File: config.mk
export PLATFORM = sky130hd
export DESIGN_NAME = matrix_frame_fetch
export DESIGN_NICKNAME = d
export VERILOG_FILES = /design/src/rtl/matrix_frame_fetch_pkg.sv /design/src/rtl/matrix_frame_fetch_regs.sv /design/src/rtl/matrix_frame_fetch.sv
export SDC_FILE = /design/constraint.sdc
export NUM_CORES = 1
export LEC_CHECK = 0
export CORE_ASPECT_RATIO = 1.4
export CORE_UTILIZATION = 36
export DETAILED_ROUTE_END_ITERATION = 10
export PLACE_DENSITY_LB_ADDON = 0.05
export SLEW_MARGIN = 20
export SYNTH_ARGS = -nofsm -noshare
export SYNTH_HDL_FRONTEND = slang
export SYNTH_SLANG_ARGS = --single-unit
File: constraint.sdc
create_clock -name clk -period 9.06 [get_ports clk]
set_clock_uncertainty 0.05 [all_clocks]
set_input_delay 1.359 -clock clk [delete_from_list [all_inputs] [get_ports clk]]
set_output_delay 1.359 -clock clk [all_outputs]
set_load 0.1 [all_outputs]
File: src/rtl/matrix_frame_fetch_pkg.sv
// Shared definitions for the matrix frame fetcher: register map, STATUS layout, FSM states.
package matrix_frame_fetch_pkg;

  // Slave register indices
  localparam int unsigned REG_FRAME_ADDR = 0;
  localparam int unsigned REG_STATUS     = 1;

  // STATUS bit positions
  localparam int unsigned ST_PENDING = 0;
  localparam int unsigned ST_BUSY    = 1;
  localparam int unsigned ST_ERR     = 2;
  localparam int unsigned ST_ROW_LSB = 5;

  typedef enum logic [2:0] {
    S_IDLE,
    S_LATCH,
    S_REQ,
    S_ACK,
    S_PRESENT
  } fetch_state_e;

  // Pack the STATUS word from its fields
  function automatic logic [15:0] status_word(input logic [3:0] row, input logic err,
                                              input logic busy, input logic pending);
    logic [15:0] w;
    w = '0;
    w[ST_PENDING]        = pending;
    w[ST_BUSY]           = busy;
    w[ST_ERR]            = err;
    w[ST_ROW_LSB +: 4]   = row;
    return w;
  endfunction

endpackage

File: src/rtl/matrix_frame_fetch_regs.sv
// Wishbone slave register file: FRAME_ADDR (pending page) and read-only STATUS.
// Ports: clk/rst, Wishbone slave (s_*), swap_i clears pending when the fetcher adopts the page,
// status_i is the live STATUS word, pending_addr_o/pending_o expose the queued page.
module matrix_regs
  import matrix_frame_fetch_pkg::*;
#(
  parameter int unsigned DATA_WIDTH  = 16,
  parameter int unsigned RESET_FRAME = 0
) (
  input  logic                  clk,
  input  logic                  rst,
  input  logic [1:0]            s_adr_i,
  input  logic [DATA_WIDTH-1:0] s_dat_i,
  output logic [DATA_WIDTH-1:0] s_dat_o,
  input  logic                  s_we_i,
  input  logic                  s_stb_i,
  input  logic                  s_cyc_i,
  output logic                  s_ack_o,
  input  logic                  swap_i,
  input  logic [15:0]           status_i,
  output logic [DATA_WIDTH-1:0] pending_addr_o,
  output logic                  pending_o
);

  logic                  ack_q;
  logic [DATA_WIDTH-1:0] dat_q;
  logic [DATA_WIDTH-1:0] pending_addr_q;
  logic                  pending_q;
  logic                  req_c;

  assign req_c = s_cyc_i & s_stb_i & ~ack_q;

  // Register access; a write in the swap cycle re-arms pending (set wins over clear)
  always_ff @(posedge clk or posedge rst) begin
    if (rst) begin
      ack_q          <= 1'b0;
      dat_q          <= '0;
      pending_addr_q <= DATA_WIDTH'(RESET_FRAME);
      pending_q      <= 1'b0;
    end else begin
      ack_q <= req_c;
      if (swap_i) pending_q <= 1'b0;
      if (req_c) begin
        if (s_we_i) begin
          if (s_adr_i == 2'(REG_FRAME_ADDR)) begin
            pending_addr_q <= s_dat_i;
            pending_q      <= 1'b1;
          end
        end else begin
          case (s_adr_i)
            2'(REG_FRAME_ADDR): dat_q <= pending_addr_q;
            2'(REG_STATUS):     dat_q <= DATA_WIDTH'(status_i);
            default:            dat_q <= '0;
          endcase
        end
      end
    end
  end

  assign s_ack_o        = ack_q;
  assign s_dat_o        = dat_q;
  assign pending_addr_o = pending_addr_q;
  assign pending_o      = pending_q;

endmodule

File: src/rtl/matrix_frame_fetch.sv
// Fetches the active frame from shared RAM (Wishbone master) and streams RGB565 pixels
// row-major to the LED scan driver. Page swaps happen only at frame start.
// Ports: clk/rst, Wishbone slave s_* (FRAME_ADDR/STATUS), Wishbone master m_* (classic reads),
// frame_req start pulse, pixel stream px_data/px_row/px_col/px_last/px_valid/px_ready.
module matrix_frame_fetch
  import matrix_frame_fetch_pkg::*;
#(
  parameter int unsigned ADDRESS_WIDTH = 16,
  parameter int unsigned DATA_WIDTH    = 16,
  parameter int unsigned COLS          = 20,
  parameter int unsigned ROWS          = 15,
  parameter int unsigned MAX_WAIT      = 8,
  parameter int unsigned RESET_FRAME   = 0
) (
  input  logic                     clk,
  input  logic                     rst,
  input  logic [1:0]               s_adr_i,
  input  logic [DATA_WIDTH-1:0]    s_dat_i,
  output logic [DATA_WIDTH-1:0]    s_dat_o,
  input  logic                     s_we_i,
  input  logic                     s_stb_i,
  input  logic                     s_cyc_i,
  output logic                     s_ack_o,
  output logic [ADDRESS_WIDTH-1:0] m_adr_o,
  input  logic [DATA_WIDTH-1:0]    m_dat_i,
  output logic                     m_we_o,
  output logic [1:0]               m_sel_o,
  output logic                     m_stb_o,
  output logic                     m_cyc_o,
  input  logic                     m_ack_i,
  output logic [2:0]               m_cti_o,
  input  logic                     frame_req,
  output logic [DATA_WIDTH-1:0]    px_data,
  output logic [3:0]               px_row,
  output logic [4:0]               px_col,
  output logic                     px_last,
  output logic                     px_valid,
  input  logic                     px_ready
);

  localparam int unsigned AW     = ADDRESS_WIDTH;
  localparam int unsigned WAIT_W = $clog2(MAX_WAIT + 1);

  fetch_state_e            state_q;
  logic [AW-1:0]           active_q;
  logic [AW-1:0]           m_adr_q;
  logic                    m_stb_q;
  logic [3:0]              row_q;
  logic [4:0]              col_q;
  logic [WAIT_W-1:0]       wait_q;
  logic                    err_q;
  logic [DATA_WIDTH-1:0]   px_data_q;
  logic                    px_last_q;
  logic                    px_valid_q;

  logic [DATA_WIDTH-1:0]   pending_addr_w;
  logic                    pending_w;
  logic                    swap_c;
  logic                    last_c;
  logic [AW-1:0]           pix_off_c;
  logic [15:0]             status_c;

  assign swap_c    = (state_q == S_LATCH) & pending_w;
  assign last_c    = (row_q == 4'(ROWS - 1)) && (col_q == 5'(COLS - 1));
  assign pix_off_c = AW'({row_q, col_q, 1'b0});
  assign status_c  = status_word(row_q, err_q, state_q != S_IDLE, pending_w);

  matrix_regs #(
    .DATA_WIDTH  (DATA_WIDTH),
    .RESET_FRAME (RESET_FRAME)
  ) u_regs (
    .clk            (clk),
    .rst            (rst),
    .s_adr_i        (s_adr_i),
    .s_dat_i        (s_dat_i),
    .s_dat_o        (s_dat_o),
    .s_we_i         (s_we_i),
    .s_stb_i        (s_stb_i),
    .s_cyc_i        (s_cyc_i),
    .s_ack_o        (s_ack_o),
    .swap_i         (swap_c),
    .status_i       (status_c),
    .pending_addr_o (pending_addr_w),
    .pending_o      (pending_w)
  );

  // Fetch FSM with master port and pixel stream registers
  always_ff @(posedge clk or posedge rst) begin
    if (rst) begin
      state_q    <= S_IDLE;
      active_q   <= AW'(RESET_FRAME);
      m_adr_q    <= '0;
      m_stb_q    <= 1'b0;
      row_q      <= '0;
      col_q      <= '0;
      wait_q     <= '0;
      err_q      <= 1'b0;
      px_data_q  <= '0;
      px_last_q  <= 1'b0;
      px_valid_q <= 1'b0;
    end else begin
      case (state_q)
        S_IDLE: begin
          if (frame_req) state_q <= S_LATCH;
        end
        S_LATCH: begin
          if (pending_w) active_q <= AW'(pending_addr_w);
          row_q   <= '0;
          col_q   <= '0;
          state_q <= S_REQ;
        end
        S_REQ: begin
          m_adr_q <= active_q + pix_off_c;
          m_stb_q <= 1'b1;
          wait_q  <= '0;
          state_q <= S_ACK;
        end
        S_ACK: begin
          if (m_ack_i) begin
            px_data_q  <= m_dat_i;
            m_stb_q    <= 1'b0;
            px_valid_q <= 1'b1;
            px_last_q  <= last_c;
            state_q    <= S_PRESENT;
          end else if (wait_q == WAIT_W'(MAX_WAIT - 1)) begin
            // No ack within MAX_WAIT strobe cycles: emit a black pixel and flag it
            px_data_q  <= '0;
            err_q      <= 1'b1;
            m_stb_q    <= 1'b0;
            px_valid_q <= 1'b1;
            px_last_q  <= last_c;
            state_q    <= S_PRESENT;
          end else begin
            wait_q <= wait_q + 1'b1;
          end
        end
        S_PRESENT: begin
          if (px_ready) begin
            px_valid_q <= 1'b0;
            px_last_q  <= 1'b0;
            if (last_c) begin
              state_q <= S_IDLE;
            end else begin
              if (col_q == 5'(COLS - 1)) begin
                col_q <= '0;
                row_q <= row_q + 1'b1;
              end else begin
                col_q <= col_q + 1'b1;
              end
              state_q <= S_REQ;
            end
          end
        end
        default: state_q <= S_IDLE;
      endcase
    end
  end

  assign m_adr_o  = m_adr_q;
  assign m_stb_o  = m_stb_q;
  assign m_cyc_o  = m_stb_q;
  assign m_we_o   = 1'b0;
  assign m_sel_o  = 2'b11;
  assign m_cti_o  = 3'b000;
  assign px_data  = px_data_q;
  assign px_row   = row_q;
  assign px_col   = col_q;
  assign px_last  = px_last_q;
  assign px_valid = px_valid_q;

endmodule

==> results of run 1 <==
==> state kept, by name, indices dropped and copies added (netlist names), 3 cells and up <==
register / cells
active_q: 16
px_row: 4
m_adr_o: 16
u_regs.pending_addr_o: 16
wait_q: 4
state_q: 3
px_data: 16
px_col: 5
u_regs.s_dat_o: 16
==> cells in the final DEF, fill, tap and decap left out, drive strengths merged, types with 6 or more instances in the layout <==
cell type      synthesis  final
a22o                  21     21
o21ai                 40     40
nand3                 11     11
clkbuf                12     10
clkdlybuf4s50          0    103
nand2b                 6      6
nor2                  14     14
mux2i                  6      6
o31ai                  9      9
xor2                  12     12
dfrtp                102    102
a21oi                 10     10
conb                   2      6
inv                    6      7
ha                    13     13
mux2                  36     36
nand2                 55     55
==> layer usage <==
layer / part of all wire, % / wire length [µm] / up-vias / GRT usage, %
met3: 2.8 / 306 / 13 / 2.40
met5: 0 / 0 / - / 0
met2: 55 / 5950 / 63 / 30.5
li1: - / - / 1620 / -
met4: 1.8 / 193 / 0 / 7.21
met1: 41 / 4430 / 1641 / 19.9
==> cell type report <==
type	count	area share, %
flip-flops and latches	102	42.1
multi-input cells	277	32.4
repair buffers	105	17.3
clock buffers	10	3.78
well taps	150	3.10
clock inverters	6	0.785
inverters	6	0.413
==> Yosys cell counts, drive strengths merged, types with 2 or more instances <==
cell | count | area share [%]
nand2b | 6 | 0.80
and3 | 3 | 0.40
conb | 2 | 0.16
nor3b | 2 | 0.54
buf | 15 | 2.2
a21oi | 10 | 1.2
nand4 | 2 | 0.27
nand3 | 11 | 1.3
mux2 | 36 | 8.7
inv | 6 | 0.48
o211ai | 2 | 0.32
ha | 13 | 3.5
mux2i | 6 | 1.3
o31ai | 9 | 1.4
xor2 | 12 | 2.3
nand2 | 55 | 4.4
o41ai | 2 | 0.38
nor2 | 14 | 1.3
dfrtp | 102 | 55
o21ai | 40 | 4.4
clkbuf | 12 | 0.96
a22o | 21 | 3.9
or3 | 2 | 0.27
xnor2 | 4 | 0.75
a21o | 4 | 0.64
==> per-stage QoR <==
step / area [µm²] / instances
global route: 6060 / 656
CTS: 6040 / 655
finish: 6060 / 656
detailed placement: 5770 / 639
global placement: 5770 / 639
floorplan: 4690 / 412
==> power by group through the flow <==
stage	Combinational, mW	Sequential [mW]	Clock, mW
CTS	1.06	0.700	0.378
global placement	1.05	0.707	0
global route	1.11	0.716	0.396
detailed placement	1.06	0.709	0
floorplan	0.335	1.18	0
finish	1.05	0.697	0.367
==> worst paths after layout <==
path                                          start                  endpoint  slack [ns]
min in group asynchronous                       rst    px_data[0]$_DFFE_PP0P_        1.29
max in group asynchronous                       rst     px_col[2]$_DFFE_PP0P_        6.42
setup / recovery              px_row[2]$_DFFE_PP0P_                 px_row[2]        5.58
setup reg to reg              px_col[0]$_DFFE_PP0P_   m_adr_o[11]$_DFFE_PP0N_        6.67
hold / removal             u_regs.s_ack_o$_DFF_PP0_  u_regs.s_ack_o$_DFF_PP0_        0.43
hold reg to reg            u_regs.s_ack_o$_DFF_PP0_  u_regs.s_ack_o$_DFF_PP0_        0.43
==> cell families (layout without fill, tap and decap cells) <==
logic type / Yosys count / count (layout)
flip-flops: 102 / 102
AO/OA/AOI/OAI: 94 / 94
AND/OR/NAND/NOR: 105 / 105
other: 2 / 6
XOR/XNOR: 16 / 16
multiplexers: 42 / 42
buffers and inverters: 33 / 127
adder cells (fa/ha/maj): 14 / 14
==> reports/qor.yml, run 1 <==
power_density_nw_per_um2: 350
p_sw_mw: 1.05
leakagePower_nw: 2.67
die_h_um: 137
grt_pass1_wl_mm: 17.4
crit_family: "buffers and inverters"
power_frac_comb_pct: 49.8
htree_num_levels: 3
start_kind: "flip-flop"
die_area_um2: 13400
synthSimpleGateAreaFrac_pct: 11.0
worst-path-buf-inv: 1
ys.flop_type: "dfrtp_1"
cp_slowest_stage_delay_ns: 1.20
ys_warn_count: 0
grt_use_total_pct: 16.8
setup_ws_ns: 5.58
outcome: "complete, but fails checks"
rr_worst_depth: 8
finalWirelength_mm: 10.9
synth_compound_area_share_pct: 13.7
p_seq_share_pct: 32.9
power_frac_clock_pct: 17.3
cp_cell_sequence: "clkdlybuf4s50_1"
swShare_pct: 49.4
path_clk_slew_ns: 0.07
failed_checks: "DRC"
p_int_mw: 1.07
whs_path_depth: 1
synth_seq_cells: 102
seq_area_um2: 2550
endpoint_kind: "output pin"
maxSlewViolCount: 0
yosysUniqueCellTypes: 50
grt_pass1_vias: 3404
syn-cell-area_um2: 4670
syn_inst: 408
drt_iter0_drc: 118
syn_area_per_cell_um2: 11.4
synthXorXnorAreaFrac_pct: 3.00
vias_per_cell: 5.09
overflow: 0
core-area_um2: 12500
critPathArrivalTime_ns: 2.07
cts_tree: "done"
worstMarginPinSlew_ns: 0.999
drive_gt1_share_pct: 12.6
dpl.hpwl_mm: 7.91
total_power_mw: 2.12
drcViolationCount: 6
crit_fanout: 6
finalCriticalPeriod_ns: 3.48
clk_path_buf_depth: 2
slowest_stage: "clkdlybuf4s50_1"
synth_edf_count: 0
setup_violations: 0
initial_utilization_pct: 37.4
final_nets: 557
critical_path_cell_count: 1
async_flop_share_pct: 100
pre_cts_ws_ns: 5.61
gp_congestion: 0.753
clockRootBuffer: "clkbuf_16"
grt_max_degree: 75
hold_class: "flip-flop to flip-flop"
post-route-util_pct: 48.5
hold_violations: 0
cts_buffers: 9
numPortBuffers: 103
cts_sinks: 102
antenna_found_initial: 0
grt_setup_unrepaired: "false"
slew_headroom_pct: 33.2
yosys.area_share.adder_pct: 3.91
syn_to_final_growth_pct: 29.7
synth_top_family_by_area: "compound AO/OA/AOI/OAI gates"
diodes: 0
peakVddDrop_uv: 162
worstPathRequired_ns: 7.65
multi_input_area_um2: 1960
rows: 48
max_cap_violations: 0
ioPinCount: 110
period_share_pct: 38.4
wl_per_cell_um: 16.6
fp.dieW_um: 98.3
seq_area_frac_synth_pct: 54.6
fmax_ghz: 0.287
fill_cells: 1170
synth_mux_area_share_pct: 9.97
hold_slack_ns: 0.428
ant_nets: 0
cts-resized-gates: 0
fin_setup_tns_ns: 0
path_class: "flip-flop to output pin"
cts_setup_buffers: 0
hold_buffers: 0
clkLatencyLatePin_ns: 0.35
drt-pass1-iter-count: 10
num_vias: 3337
Note: power is estimated with default switching activity, not from simulation.
==> inputs of run 2 (changes only) <==
clock period = 2.79 ns   (was 9.06 ns; I/O delays follow)
==> run 2 against run 1 <==
The flow now finishes without violations. Sequential power increased to 3.3 times the previous value. Critical path depth rose by 7. Global-route usage increased by 0.25 points. Die area stayed put. Worst hold slack better by 0.0020 ns. Final area shrank 1.4%. Largest cell class unchanged.
==> reports/qor.yml, run 2 (synthesis gave the netlist of run 1 again) <==
dpl.hpwl_mm: 7.90  # about the same
ioPinCount: 110  # unchanged
final_nets: 560  # +0.54%
fmax_ghz: 0.423
vias_per_cell: 5.05  # -0.72%
cts_setup_buffers: 0  # unchanged
ant_nets: 0  # unchanged
power_frac_comb_pct: 48.3  # -1.5 points
rows: 48  # unchanged
critPathArrivalTime_ns: 2.54  # +0.47 ns
p_seq_share_pct: 32.6  # -0.3 points
drcViolationCount: 0  # -6
endpoint_kind: "flip-flop"
cts-resized-gates: 0  # unchanged
start_kind: "flip-flop"
period_share_pct: 84.8
cp_cell_sequence: "ha_1 -> fa_1 -> a21o_1 -> a41oi_1 -> a21oi_1 -> o21ai_0 -> xor2_1 -> o21ai_0"
cp_slowest_stage_delay_ns: 0.43  # -0.77 ns
whs_path_depth: 2  # +1
wl_per_cell_um: 16.7  # +0.92%
grt_use_total_pct: 17.1  # +0.25 points
min_from: "px_valid$_DFFE_PP0P_"
setup_violations: 0  # unchanged
cts_tree: "done"
initial_utilization_pct: 37.4  # unchanged
outcome: "finished, final reports clean"
hold_slack_ns: 0.429  # +0.00199 ns
leakagePower_nw: 2.80  # +5.0%
finalCriticalPeriod_ns: 2.37
crit_top_cell: "o21ai_0"
gp_congestion: 0.860  # +14%
layout_common_cells: "dfrtp_1, buf_4, nand2_1"
worstMarginPinSlew_ns: 0.894  # -0.105 ns
timing.rr.end: "m_adr_o[13]$_DFFE_PP0N_"
worst-path-buf-inv: 0  # -1
die_h_um: 137  # unchanged
syn_to_final_growth_pct: 27.8
rr_startpoint: "px_col[0]$_DFFE_PP0P_"
overflow: 0  # unchanged
numPortBuffers: 103  # unchanged
placed_cells: 643  # +0.63%
finalNonFillerCells: 659  # +0.46%
maxSlewViolCount: 0  # unchanged
antenna_found_initial: 0  # unchanged
cts_sinks: 102  # unchanged
drt-pass1-iter-count: 6  # -4
grt_pass1_vias: 3351  # -1.6%
finalWirelength_mm: 11.0  # +1.4%
die_area_um2: 13400  # unchanged
peakVddDrop_uv: 563  # +250%
power_density_nw_per_um2: 1170  # +230%
grt_setup_unrepaired: "false"
crit_family: "compound AO/OA/AOI/OAI gates"
hold_end: "px_valid$_DFFE_PP0P_"
crit_fanout: 6  # unchanged
hold_class: "flip-flop to flip-flop"
worstPathRequired_ns: 2.97  # -4.68 ns
drt_iter0_drc: 60  # -49%
hold_violations: 0  # unchanged
clkLatencyLatePin_ns: 0.35  # about the same
dpl_cell_area_um2: 5660  # -1.9%
slowest_stage: "dfrtp_1"
slew_headroom_pct: 40.4  # +7.2 points
grt_pass1_wl_mm: 17.5  # +0.51%
path_clk_slew_ns: 0.07  # about the same
r2r_slack_ns: 0.42  # -6.25 ns
diodes: 0  # unchanged
path_class: "flip-flop to flip-flop"
p_sw_mw: 3.45  # +230%
fin_setup_tns_ns: 0  # unchanged
clk_path_buf_depth: 2  # unchanged
core-area_um2: 12500  # unchanged
p_int_mw: 3.51  # +230%
cts_buffers: 9  # unchanged
swShare_pct: 49.6  # +0.18 points
num_vias: 3328  # -0.27%
fp.dieW_um: 98.3  # unchanged
drive_gt1_share_pct: 25.5  # +13 points
rr_worst_depth: 8  # unchanged
hold_buffers: 0  # unchanged
layout.cells.most_common: "dfrtp_1"
htree_num_levels: 3  # unchanged
max_cap_violations: 0  # unchanged
final_area_um2: 5970  # -1.4%
clockRootBuffer: "clkbuf_16"
power_frac_clock_pct: 19.2  # +1.9 points
grt_max_degree: 103  # +37%
## run 2: worst max path at each step
stage,endpoint,start,slack (ns),depth (start not counted)
after floorplan,m_adr_o[15]$_DFFE_PP0N_,px_col[0]$_DFFE_PP0P_,0.08,8
after CTS,m_adr_o[13]$_DFFE_PP0N_,px_col[0]$_DFFE_PP0P_,0.44,8
final,m_adr_o[13]$_DFFE_PP0N_,px_col[0]$_DFFE_PP0P_,0.42,8
after detailed placement,m_adr_o[13]$_DFFE_PP0N_,px_col[0]$_DFFE_PP0P_,0.44,8
after global placement,m_adr_o[15]$_DFFE_PP0N_,px_col[0]$_DFFE_PP0P_,0.52,8
after global routing,m_adr_o[11]$_DFFE_PP0N_,px_col[0]$_DFFE_PP0P_,0.24,8
## run 2: layer usage
metal / vias up / track usage, % / share of wire (%) / routed length [µm]
li1: 1620 / - / - / -
met1: 1611 / 20.3 / 42 / 4630
met2: 84 / 30.6 / 53 / 5790
met3: 13 / 3.47 / 3.8 / 414
met4: 0 / 6.22 / 1.7 / 188
met5: - / 0 / 0 / 0
## run 2: power by group through the flow
stage / logic (mW) / registers, mW / clock network [mW]
finish: 3.36 / 2.27 / 1.33
global placement: 3.37 / 2.29 / 0
global route: 3.55 / 2.33 / 1.43
detailed placement: 3.39 / 2.31 / 0
CTS: 3.40 / 2.28 / 1.37
floorplan: 1.09 / 3.84 / 0
## run 2: area by class of cell
class	instances	area (µm²)
fillers	1154	6520
flip-flops and latches	102	2550
multi-input cells	277	1960
repair buffers	108	926
clock buffers	9	225
well taps	150	188
clock inverters	7	86.3
inverters	6	26.3
## run 2: stage by stage
stage / utilization (%) / power (mW) / setup slack [ns]
after CTS: 47.8 / 7.05 / 0.439
after global placement: 45.3 / 5.66 / 0.517
after floorplan: - / 4.93 / 0.0763
after detailed placement: 45.3 / 5.70 / 0.439
final: 47.8 / 6.96 / 0.424
after global routing: 47.8 / 7.30 / 0.242
## run 2: worst register-to-register path, delay by kind of cell (launching register included)
kind,cells,cell delay (ns)
xor+xnor,1,0.17
compound gates,5,0.93
fa+ha+maj,2,0.67
flops,1,0.43
